--- config.mk ---
export PLATFORM = sky130hd
export DESIGN_NAME = dot_accumulator
export DESIGN_NICKNAME = d
export VERILOG_FILES = /design/src/rtl/dot_accumulator.sv
export SDC_FILE = /design/constraint.sdc
export NUM_CORES = 1
export LEC_CHECK = 0
export CAP_MARGIN = 20
export CORE_MARGIN = 2
export CORE_UTILIZATION = 57
export CTS_CLUSTER_DIAMETER = 60
export CTS_CLUSTER_SIZE = 14
export DETAILED_ROUTE_END_ITERATION = 10
export MAX_ROUTING_LAYER = met4
export PLACE_DENSITY = 0.81
export RECOVER_POWER = 100
export SLEW_MARGIN = 15
export SYNTH_ARGS = -nofsm -noshare
export SYNTH_HDL_FRONTEND = slang
export SYNTH_SLANG_ARGS = --single-unit
--- constraint.sdc ---
create_clock -name clk -period 3.75 [get_ports clk]
set_input_delay 0.375 -clock clk [delete_from_list [all_inputs] [get_ports clk]]
set_output_delay 0.375 -clock clk [all_outputs]
set_load 0.01 [all_outputs]
--- src/rtl/dot_accumulator.sv ---
// Sums VEC_LEN unsigned products from the multiplier into one matrix element and
// queues finished elements in a 2-entry result FIFO; the multiplier is never stalled.
module dot_accumulator #(
    parameter int PROD_W  = 64,
    parameter int VEC_LEN = 4,
    parameter int ACC_W   = 72
) (
    input  logic                       clk,
    input  logic                       rst_n,
    input  logic                       prod_valid,
    input  logic [PROD_W-1:0]          prod,
    input  logic                       clear,
    input  logic                       res_ready,
    output logic                       res_valid,
    output logic [ACC_W-1:0]           res_data,
    output logic                       busy,
    output logic [$clog2(VEC_LEN):0]   elem_cnt,
    output logic                       overflow_err
);

    localparam int CNT_W = $clog2(VEC_LEN) + 1;
    localparam logic [CNT_W-1:0] LAST_IDX = CNT_W'(VEC_LEN - 1);

    if (VEC_LEN < 1 || ACC_W < PROD_W + $clog2(VEC_LEN)) begin : g_param_check
        $error("dot_accumulator: need VEC_LEN >= 1 and ACC_W >= PROD_W + clog2(VEC_LEN)");
    end

    function automatic logic [ACC_W-1:0] wrap_add(input logic [ACC_W-1:0] a,
                                                  input logic [PROD_W-1:0] b);
        return a + ACC_W'(b);
    endfunction

    logic [ACC_W-1:0] acc_p0;
    logic [CNT_W-1:0] cnt_p0;
    logic [ACC_W-1:0] sum_p0;
    logic             vld_p0;

    logic [ACC_W-1:0] head_p1;
    logic [ACC_W-1:0] tail_p1;
    logic [1:0]       count_p1;
    logic             ovf_p1;

    logic             pop;
    logic             push;
    logic             drop;

    always_comb begin
        sum_p0 = wrap_add(acc_p0, prod);
        vld_p0 = prod_valid && !clear && (cnt_p0 == LAST_IDX);
        pop    = (count_p1 != 2'd0) && res_ready;
        push   = vld_p0 && ((count_p1 != 2'd2) || pop);
        drop   = vld_p0 && (count_p1 == 2'd2) && !pop;
    end

    // Stage p0: running partial sum; the final product bypasses acc straight into the FIFO
    always_ff @(posedge clk) begin
        if (!rst_n) begin
            acc_p0 <= '0;
            cnt_p0 <= '0;
        end else if (clear) begin
            acc_p0 <= '0;
            cnt_p0 <= '0;
        end else if (prod_valid) begin
            if (cnt_p0 == LAST_IDX) begin
                acc_p0 <= '0;
                cnt_p0 <= '0;
            end else begin
                acc_p0 <= sum_p0;
                cnt_p0 <= cnt_p0 + CNT_W'(1);
            end
        end
    end

    // Stage p1: two-entry shift FIFO, head register drives res_data directly
    always_ff @(posedge clk) begin
        if (!rst_n) begin
            head_p1  <= '0;
            tail_p1  <= '0;
            count_p1 <= 2'd0;
            ovf_p1   <= 1'b0;
        end else begin
            if (drop) begin
                ovf_p1 <= 1'b1;
            end
            case (count_p1)
                2'd0: begin
                    if (push) begin
                        head_p1  <= sum_p0;
                        count_p1 <= 2'd1;
                    end
                end
                2'd1: begin
                    if (push && pop) begin
                        head_p1 <= sum_p0;
                    end else if (push) begin
                        tail_p1  <= sum_p0;
                        count_p1 <= 2'd2;
                    end else if (pop) begin
                        count_p1 <= 2'd0;
                    end
                end
                default: begin
                    if (pop) begin
                        head_p1 <= tail_p1;
                        if (push) begin
                            tail_p1 <= sum_p0;
                        end else begin
                            count_p1 <= 2'd1;
                        end
                    end
                end
            endcase
        end
    end

    assign res_valid    = (count_p1 != 2'd0);
    assign res_data     = head_p1;
    assign busy         = (cnt_p0 != '0);
    assign elem_cnt     = cnt_p0;
    assign overflow_err = ovf_p1;

endmodule

## Yosys cells after proc, flatten, opt, wreduce, memory -nomap -nowiden

Index checks and enable logic that the tools add are counted.

- Mux-type cells: 17
- Reductions and logical operators: 19
- Add/subtract/negate cells: 2
- Equal/unequal tests: 9
- Bitwise logic cells: 2

Operators with widths:

| operator | number |
|---|---|
| $mux 72 | 7 |
| $pmux 72 s2 | 2 |
| $add 72x64->72 | 1 |
| $mux 2 | 6 |
| $ne 2x2->1 const B | 4 |
| $logic_and 1x1->1 | 7 |
| $reduce_and 3->1 | 2 |
| $reduce_bool 3->1 | 2 |
| $reduce_and 5->1 | 1 |
| $pmux 2 s2 | 1 |
| $reduce_bool 2->1 | 2 |
| $add 3x1->3 const B | 1 |
| $eq 3x2->1 const B | 1 |
| $mux 3 | 1 |
| $ne 3x1->1 const B | 1 |
| $ne 3x3->1 const B | 1 |
| $eq 2x1->1 const B | 1 |
| $eq 2x2->1 const B | 1 |
| $logic_not 1->1 | 2 |
| $logic_not 2->1 | 1 |
| $not 1->1 | 2 |
| $reduce_or 2->1 | 1 |
| $logic_or 1x1->1 | 1 |

- Logic and storage cells: 55
- Bits in registers: 222
- Input bits: 69
- Output and inout port bits: 78

## Longest topological paths before layout

Gate-level depths: netlist (run 1).

- Depth after elaboration: 7
- Gate-level depth with buffers: 12
- Depth with buffers taken out: 12

## Worst setup path after synthesis (run 1)

No wires, ideal clock.

- Path type: input -> register
- From: input port prod[0]
- To: register tail_p1[60]
- Path buffers: 0
- Required time: 3622 ps
- Setup time: 128 ps
- Setup slack: 728 ps
- Cell stages on the path: 12
- Data arrival time: 2895 ps
- Cell sequence: ha_1 -> fa_1 -> a211oi_1 -> o21ai_0 -> nand2_1 -> o211ai_1 -> a211oi_2 -> o22ai_1 -> a211oi_1 -> xor2_1 -> o21a_1 -> nor2_1

- Cells in the longest elaborated chain, start to end: 4
- Elaborated cells on any way between the ends: 5
- Those cells by class: 1 x add/sub; 4 x mux

Ends and longest elaborated chain:

| what | line | RTL |
|---|---|---|
| from (decl) | 11 | `input logic [PROD_W-1:0] prod,` |
| $add 72x64->72 * | 30 | `return a + ACC_W'(b);` |
| $mux 72 * | 95, 105 |  |
| $mux 72 (on tied branches) | 103, 93 |  |
| $pmux 72 s2 * | 85 | `case (count_p1)` |
| to (signal assigned) | 96 | `tail_p1 <= sum_p0;` |
| to (signal assigned) | 106 | `tail_p1 <= sum_p0;` |
| to (decl) | 39 | `logic [ACC_W-1:0] tail_p1;` |

Every way passes the cells marked *; elsewhere a longest branch is shown, timed or not. The select of a mux whose other input is x is not followed.
A chain may end at the register's enable or synchronous reset.

## Final worst setup path (run 1)

- From: input port prod[0]
- To: register head_p1[46] (netlist: res_data[46])

- Cells in the longest elaborated chain, start to end: 3
- Elaborated cells on any way between the ends: 4
- Those cells by class: 1 x add/sub; 3 x mux

Ends and longest elaborated chain:

| what | line | RTL |
|---|---|---|
| $add 72x64->72 * | 30 |  |
| $mux 72 (on tied branches) | 93, 87 |  |
| $pmux 72 s2 * | 85 |  |
| to (signal assigned) | 88 | `head_p1 <= sum_p0;` |
| to (signal assigned) | 94 | `head_p1 <= sum_p0;` |
| to (signal assigned) | 104 | `head_p1 <= tail_p1;` |
| to (decl) | 38 | `logic [ACC_W-1:0] head_p1;` |

Marked as above.

==> results of run 1 <==
==> cell type report <==
type | count | area [um^2] | area share (%)
timing repair buffer | 224 | 1990 | 13.2
clock inverter | 7 | 50.0 | 0.332
tap | 280 | 350 | 2.33
clock buffer | 26 | 617 | 4.10
multi-input combinational | 1207 | 7500 | 49.8
sequential | 222 | 4450 | 29.5
inverter | 28 | 105 | 0.698
==> through the flow <==
step                      cell area, um^2  cells  setup WS, ns  utilization [%]
after floorplan                     12500   1576         0.728                -
after CTS                           15200   1994         0.521             69.9
after detailed placement            14500   1961        0.0138             66.8
after global placement              14500   1961        0.0974             66.8
after global routing                15100   1994         0.115             69.4
final                               15100   1994         0.387             69.4
==> critical path, cell delays in order <==
cell and delay (ns):
sky130_fd_sc_hd__dlygate4sd3_1 0.56, sky130_fd_sc_hd__ha_1 0.24, sky130_fd_sc_hd__fa_1 0.39, sky130_fd_sc_hd__a211oi_1 0.28, sky130_fd_sc_hd__o21ai_0 0.19, sky130_fd_sc_hd__nand2_1 0.16
sky130_fd_sc_hd__o311ai_1 0.15, sky130_fd_sc_hd__o21ai_2 0.32, sky130_fd_sc_hd__o21ai_1 0.16, sky130_fd_sc_hd__clkbuf_1 0.18, sky130_fd_sc_hd__a21oi_1 0.32, sky130_fd_sc_hd__xnor2_1 0.22
sky130_fd_sc_hd__mux2i_1 0.12, sky130_fd_sc_hd__a21oi_1 0.15
==> logic make-up (layout without fill, tap and decap cells) <==
logic type / Yosys count / in the layout
compound gates: 534 / 534
simple gates: 486 / 486
flops: 222 / 222
buf+inv: 147 / 285
fa+ha+maj: 67 / 67
xor+xnor: 64 / 64
mux: 56 / 56
==> state kept, by name, indices dropped and copies added (netlist names) <==
signal and cells:
res_data 72, overflow_err 1, count_p1 2, acc_p0 72, elem_cnt 3, tail_p1 72
==> routing by layer <==
layer	vias to the layer above	share of wire, %
li1	5935	-
met1	5765	45
met2	453	44
met3	74	7.8
met4	0	2.6
met5	-	0
==> path summary, 6_finish.rpt <==
| kind | cells past startpoint | startpoint | to |
|---|---|---|---|
| worst max-delay path | 14 | prod[0] | res_data[46]$_SDFFE_PN0P_ |
| worst min-delay path | 4 | rst_n | elem_cnt[2]$_SDFFE_PP0P_ |
| worst max register to register | 5 | count_p1[1]$_SDFFE_PN0P_ | res_data[19]$_SDFFE_PN0P_ |
| worst min register to register | 2 | tail_p1[26]$_SDFFE_PN0P_ | tail_p1[26]$_SDFFE_PN0P_ |
==> cell usage in the layout (no fill, tap or decap), types with 55 or more instances in the layout <==
cell type,n
sky130_fd_sc_hd__mux2i_1,55
sky130_fd_sc_hd__o21ai_0,104
sky130_fd_sc_hd__a21oi_1,197
sky130_fd_sc_hd__clkdlybuf4s50_1,64
sky130_fd_sc_hd__dfxtp_1,221
sky130_fd_sc_hd__buf_4,59
sky130_fd_sc_hd__nand2_1,189
sky130_fd_sc_hd__dlygate4sd3_1,81
sky130_fd_sc_hd__nor2_1,142
sky130_fd_sc_hd__ha_1,66
==> power by group through the flow <==
stage | logic, mW | clock network (mW) | registers, mW
floorplan | 0.600 | 0 | 2.46
global placement | 0.926 | 0 | 2.46
detailed placement | 0.934 | 0 | 2.46
CTS | 0.942 | 2.16 | 2.41
global route | 1.03 | 2.23 | 2.41
finish | 0.945 | 2.13 | 2.41
==> tab_implementation.tex, run 1 <==
\begin{tabular}{lr}
\hline
Metric & Value \\
\hline
\multicolumn{2}{l}{\textbf{Status}} \\
\quad Status & finished, final reports clean \\
\multicolumn{2}{l}{\textbf{Global routing}} \\
\quad Pin count of the biggest net entering global routing & 63 \\
\quad Global routing usage on met1 & 44.2\% \\
\quad Antenna violations before repair & 0 \\
\quad Remaining Overflow, GRT & 0 \\
\quad Global routing met3 resource utilization & 4.84\% \\
\quad Global-route wire length before repair & 60200 um \\
\quad Most used routing layer in global routing & met2 \\
\quad Global-route usage over all layers & 32.3\% \\
\quad Vias in the first global route & 11500 \\
\quad Global routing met2 resource utilization & 49.9\% \\
\multicolumn{2}{l}{\textbf{Critical path}} \\
\quad Worst setup path category & in -> reg \\
\quad Maximum fanout count along the critical path & 5 \\
\quad Arrival time at the worst endpoint & 3.82 ns \\
\quad Crit end category & flip-flop \\
\quad Setup crit start kind & primary input \\
\quad Reg2Reg Setup Slack & 0.46 ns \\
\quad Required time of the worst setup path & 4.20 ns \\
\multicolumn{2}{l}{\textbf{Power and ir drop}} \\
\quad Cell-internal power & 3.94 mW \\
\quad Maximum VDD drop & 0.000409 V \\
\quad Sequential fraction of design power & 44.0\% \\
\quad Combinational Power Share & 17.2\% \\
\quad Clock power share & 38.8\% \\
\quad Total net switching power & 1.54 mW \\
\quad Total power divided by cell area & 364 nW/um\^{}2 \\
\quad Leakage Power & 6.01 nW \\
\quad Share of total power consumed by net switching & 28.2\% \\
\quad Power after layout & 5.48 mW \\
\multicolumn{2}{l}{\textbf{Route}} \\
\quad Wire length per cell & 18.8 um \\
\quad Number of remaining DRC errors & 0 \\
\quad Antenna-violating nets left & 0 \\
\quad Drt first-iter violations & 965 \\
\quad Via-to-Cell Ratio & 6.13 \\
\quad Final routed wirelength across all metal layers & 37600 um \\
\quad Router iterations before antenna repair & 7 \\
\quad Via Count & 12200 \\
\multicolumn{2}{l}{\textbf{Synth}} \\
\quad Number of distinct library cells after synthesis & 78 \\
\quad Most frequently used cell type in the post-synthesis netlist & sky130\_fd\_sc\_hd\_\_dfxtp\_1 \\
\quad Number of warnings reported in the yosys synthesis log & 0 \\
\quad Cell area after synthesis & 12500 um\^{}2 \\
\quad Total of flip-flops plus latches after synthesis & 222 \\
\quad EDFF count, synth & 0 \\
\quad Area contributors post-synth & sky130\_fd\_sc\_hd\_\_dfxtp\_1 (35\%), sky130\_fd\_sc\_hd\_\_a21oi\_1 (7.9\%), sky130\_fd\_sc\_hd\_\_ha\_1 (6.6\%) \\
\quad Most numerous cell types in the synthesized netlist & sky130\_fd\_sc\_hd\_\_dfxtp\_1 (222), sky130\_fd\_sc\_hd\_\_a21oi\_1 (197), sky130\_fd\_sc\_hd\_\_nand2\_1 (189), sky130\_fd\_sc\_hd\_\_nor2\_1 (144), sky130\_fd\_sc\_hd\_\_o21ai\_0 (102) \\
\quad Post-synthesis sequential area ratio & 35.5\% \\
\quad Share of Yosys cell area claimed by the top area cell type & 35.5\% \\
\quad Flip-flop cell with the highest count after synthesis & sky130\_fd\_sc\_hd\_\_dfxtp\_1 \\
\quad Fraction of the mapped netlist area in adder cells & 6.75\% \\
\quad Multiplexer share of the synthesized area & 4.48\% \\
\quad Synthesized area per cell & 7.95 um\^{}2 \\
\quad Syn\_nets & 1712 \\
\quad Simple-Gate Fraction of Synth Area & 17.4\% \\
\quad Largest family of logic cells by synthesized area & compound AO/OA/AOI/OAI gates \\
\quad Library cell occupying the most area in the post-synthesis netlist & sky130\_fd\_sc\_hd\_\_dfxtp\_1 \\
\quad Fraction of registers with async set or reset after synthesis & 0\% \\
\quad Fraction of the mapped netlist area in compound gates & 26.8\% \\
\quad Post-synthesis share of cell area spent on xor and xnor gates & 4.47\% \\
\quad Gate count after technology mapping & 1576 \\
\multicolumn{2}{l}{\textbf{Clock tree}} \\
\quad Post-cts hold buffer count & 0 \\
\quad Clock transition at the registers of the reported paths & 0.06 ns \\
\quad Insertion delay of the later-clocked pin in the worst-skew pair & 0.52 ns \\
\quad Max Root-Sink Buffers & 3 \\
\quad Total clock buffers created by CTS & 22 \\
\quad CTS H-tree lvls & 1 \\
\quad Root Driver & sky130\_fd\_sc\_hd\_\_clkbuf\_16 \\
\quad Number of cells upsized or downsized after cts & 0 \\
\quad Total number of clock tree sinks & 222 \\
\quad \# Post-CTS Setup Buffers & 0 \\
\quad TritonCTS clock tree & built \\
\multicolumn{2}{l}{\textbf{Floorplanning}} \\
\quad Number of cell rows & 54 \\
\quad Standard cell core area & 21700 um\^{}2 \\
\quad DIE HEIGHT & 152 um \\
\quad Count of pins on the block boundary & 147 \\
\quad Initial core utilization & 57.8\% \\
\quad Total Die Area & 23200 um\^{}2 \\
\quad Die X & 152 um \\
\multicolumn{2}{l}{\textbf{STA}} \\
\quad Worst rel slew slack & 14.9\% \\
\quad Max Freq & 297 MHz \\
\quad Part of the cycle the worst path needs & 89.7\% \\
\quad Sum of negative setup slack & 0 ns \\
\quad Post-Route Skew & 0.00888 ns \\
\quad Actual transition at the worst max-transition pin & 1.28 ns \\
\quad Post-route minimum period & 3.36 ns \\
\quad Setup violation total in the final timing report & 0 \\
\quad Max-slew violation count & 0 \\
\quad Smallest hold slack & 0.309 ns \\
\quad RSZ-0062 raised after global routing & no \\
\quad Number of hold-slack violations in the final timing report & 0 \\
\multicolumn{2}{l}{\textbf{Place}} \\
\quad Final RePlAce weighted congestion & 0.991 \\
\quad IO Port Bufs & 146 \\
\quad Estimated wirelength of the detail-placed design & 27300 um \\
\multicolumn{2}{l}{\textbf{Final layout}} \\
\quad \# diodes & 0 \\
\quad Total number of nets in the final design & 1841 \\
\quad Layout overhead on the synthesized area & 20.1\% \\
\quad Filler Cells Inserted & 1806 \\
\quad Fraction of final layout cells with drive strength greater than 1 & 7.18\% \\
\multicolumn{2}{l}{\textbf{Worst hold path}} \\
\quad Kind of path behind the tightest hold check & in -> reg \\
\multicolumn{2}{l}{\textbf{Job}} \\
\quad Max-cap check violation count & 0 \\
\hline
\end{tabular}
Note: power is estimated with default switching activity, not from simulation.
==> run 2, diff against run 1 <==
- ABC_CLOCK_PERIOD_IN_PS: not set -> 3750
- REMOVE_ABC_BUFFERS: not set -> 1
==> run 2 against run 1 <==
Against the previous run: the flow now finishes with violations (max-capacitance violations, max-slew violations); count of clock-buffer cells in the layout is 2 higher; final area is 0.16% higher; power is 2.3% higher; largest power group unchanged; highest routed layer unchanged; utilization is 0.11 points higher; worst setup slack worse by 0.13 ns; sequential share of layout area is 0.072 points lower; die area stayed put; sequential power hardly changed.
==> tab_implementation.tex, run 2 (synthesis gave the netlist of run 1 again) <==
\begin{tabular}{lr}
\hline
Metric & Value \\
\hline
\multicolumn{2}{l}{\textbf{Floorplanning}} \\
\quad Standard cell core area & 21700 um\^{}2 \\
\quad Number of cell rows & 54 \\
\quad Count of pins on the block boundary & 147 \\
\quad DIE HEIGHT & 152 um \\
\quad Initial core utilization & 57.8\% \\
\quad Total Die Area & 23200 um\^{}2 \\
\quad Die X & 152 um \\
\multicolumn{2}{l}{\textbf{Final layout}} \\
\quad Leading cell type in the layout, fill and taps excluded & sky130\_fd\_sc\_hd\_\_dfxtp\_1 \\
\quad Total number of nets in the final design & 1841 \\
\quad \# diodes & 0 \\
\quad Finished Core Util & 69.5\% \\
\quad Post-route non-filler standard cell count & 1996 \\
\quad Fraction of final layout cells with drive strength greater than 1 & 6.76\% \\
\quad Filler Cells Inserted & 1797 \\
\quad Most frequent cells in the layout & sky130\_fd\_sc\_hd\_\_dfxtp\_1 (222), sky130\_fd\_sc\_hd\_\_a21oi\_1 (197), sky130\_fd\_sc\_hd\_\_nand2\_1 (189), sky130\_fd\_sc\_hd\_\_nor2\_1 (144), sky130\_fd\_sc\_hd\_\_o21ai\_0 (104) \\
\quad Layout overhead on the synthesized area & 20.3\% \\
\multicolumn{2}{l}{\textbf{Clock tree}} \\
\quad CTS H-tree lvls & 1 \\
\quad Post-cts hold buffer count & 0 \\
\quad TritonCTS clock tree & built \\
\quad Total clock buffers created by CTS & 23 \\
\quad \# Post-CTS Setup Buffers & 0 \\
\quad Total number of clock tree sinks & 222 \\
\quad Max Root-Sink Buffers & 3 \\
\quad Number of cells upsized or downsized after cts & 0 \\
\quad Clock transition at the registers of the reported paths & 0.06 ns \\
\quad Insertion delay of the later-clocked pin in the worst-skew pair & 0.53 ns \\
\quad Root Driver & sky130\_fd\_sc\_hd\_\_clkbuf\_16 \\
\multicolumn{2}{l}{\textbf{STA}} \\
\quad Max-slew violation count & 42 \\
\quad Max Freq & 286 MHz \\
\quad Setup violation total in the final timing report & 0 \\
\quad Worst rel slew slack & -39.9\% \\
\quad Part of the cycle the worst path needs & 93.2\% \\
\quad Post-route minimum period & 3.50 ns \\
\quad RSZ-0062 raised after global routing & no \\
\quad Actual transition at the worst max-transition pin & 2.10 ns \\
\quad Number of hold-slack violations in the final timing report & 0 \\
\quad Smallest hold slack & 0.183 ns \\
\quad Post-Route Skew & 0.0257 ns \\
\multicolumn{2}{l}{\textbf{Critical path}} \\
\quad Worst setup path category & reg -> reg \\
\quad Arrival time at the worst endpoint & 3.91 ns \\
\quad Required time of the worst setup path & 4.17 ns \\
\quad Setup crit start kind & flip-flop \\
\quad Maximum fanout count along the critical path & 47 \\
\quad Crit end category & flip-flop \\
\multicolumn{2}{l}{\textbf{Global routing}} \\
\quad Pin count of the biggest net entering global routing & 62 \\
\quad Antenna violations before repair & 0 \\
\quad Vias in the first global route & 11700 \\
\quad Remaining Overflow, GRT & 0 \\
\quad Global-route usage over all layers & 31.9\% \\
\quad Global-route wire length before repair & 59900 um \\
\multicolumn{2}{l}{\textbf{Power and ir drop}} \\
\quad Total power divided by cell area & 372 nW/um\^{}2 \\
\quad Leakage Power & 6.01 nW \\
\quad Maximum VDD drop & 0.000326 V \\
\multicolumn{2}{l}{\textbf{Route}} \\
\quad Antenna-violating nets left & 0 \\
\quad Router iterations before antenna repair & 5 \\
\quad Via Count & 12200 \\
\quad Via-to-Cell Ratio & 6.12 \\
\quad Final routed wirelength across all metal layers & 37500 um \\
\quad Wire length per cell & 18.8 um \\
\quad Number of remaining DRC errors & 0 \\
\quad Drt first-iter violations & 923 \\
\multicolumn{2}{l}{\textbf{Status}} \\
\quad Violated checks & max-capacitance violations, max-slew violations \\
\quad Status & finished with violations \\
\multicolumn{2}{l}{\textbf{Place}} \\
\quad Final RePlAce weighted congestion & 0.978 \\
\quad Estimated wirelength of the detail-placed design & 27100 um \\
\quad Cell count after placement & 1960 \\
\quad IO Port Bufs & 146 \\
\multicolumn{2}{l}{\textbf{Worst hold path}} \\
\quad Kind of path behind the tightest hold check & in -> reg \\
\multicolumn{2}{l}{\textbf{Job}} \\
\quad Max-cap check violation count & 1 \\
\hline
\end{tabular}
[run 2: cell count changes in the layout (fill, tap and decap cells not counted), moves of 2 or more]
cell / previous run / this run
sky130_fd_sc_hd__buf_4: 59 / 52
sky130_fd_sc_hd__clkbuf_1: 13 / 17
sky130_fd_sc_hd__dlygate4sd3_1: 81 / 79
sky130_fd_sc_hd__clkinvlp_4: 0 / 2
sky130_fd_sc_hd__nor2_1: 142 / 144
sky130_fd_sc_hd__clkdlybuf4s50_1: 64 / 66
sky130_fd_sc_hd__nor2_2: 4 / 2
sky130_fd_sc_hd__clkbuf_2: 3 / 6
sky130_fd_sc_hd__inv_8: 0 / 2
sky130_fd_sc_hd__inv_6: 4 / 2
sky130_fd_sc_hd__clkinv_2: 3 / 0
[run 2: layout make-up]
class | instances | area [um^2] | area share [%]
tap | 280 | 350 | 2.32
clock buffer | 28 | 624 | 4.14
clock inverter | 8 | 101 | 0.672
sequential | 222 | 4440 | 29.5
timing repair buffer | 223 | 1960 | 13.0
inverter | 28 | 105 | 0.697
multi-input combinational | 1207 | 7490 | 49.7
[run 2: final timing paths]
path | from | endpoint | slack (ns) | cells after the start
max | count_p1[1]$_SDFFE_PN0P_ | res_data[64]$_SDFFE_PN0P_ | 0.25 | 5
min | rst_n | res_data[10]$_SDFFE_PN0P_ | 0.18 | 3
max reg2reg | count_p1[1]$_SDFFE_PN0P_ | res_data[64]$_SDFFE_PN0P_ | 0.25 | 5
min reg2reg | tail_p1[65]$_SDFFE_PN0P_ | tail_p1[65]$_SDFFE_PN0P_ | 0.45 | 2
[run 2: stage by stage]
step	setup TNS (ns)	area [um^2]	total power, mW	worst slack (ns)
2_1_floorplan	-138.73	12100	3.03	-1.35
3_3_place_gp	0	14500	3.38	0.0590
3_5_place_dp	0	14500	3.39	0.0251
4_1_cts	0	15200	5.63	0.489
5_1_grt	0	15100	5.80	0.0675
6_report	0	15100	5.61	0.255
[run 2: power breakdown]
part | internal, mW | switching (mW)
clock | 1.26 | 0.993
combinational | 0.379 | 0.562
sequential | 2.39 | 0.0220
total | 4.03 | 1.58
[run 2: metal layers]
metal | track usage (%) | wire length, um
met4 | 9.88 | 1030
met2 | 50.8 | 17200
met3 | 4.95 | 2570
met5 | - | 0
met1 | 42.0 | 16700
[run 2: critical path, cell delays in order (launching register included)]
cell and delay [ns]:
sky130_fd_sc_hd__dfxtp_1 1.04, sky130_fd_sc_hd__clkbuf_2 1.10, sky130_fd_sc_hd__o22ai_1 0.19, sky130_fd_sc_hd__nor2_1 0.41
sky130_fd_sc_hd__nand2_1 0.32, sky130_fd_sc_hd__o221ai_1 0.29
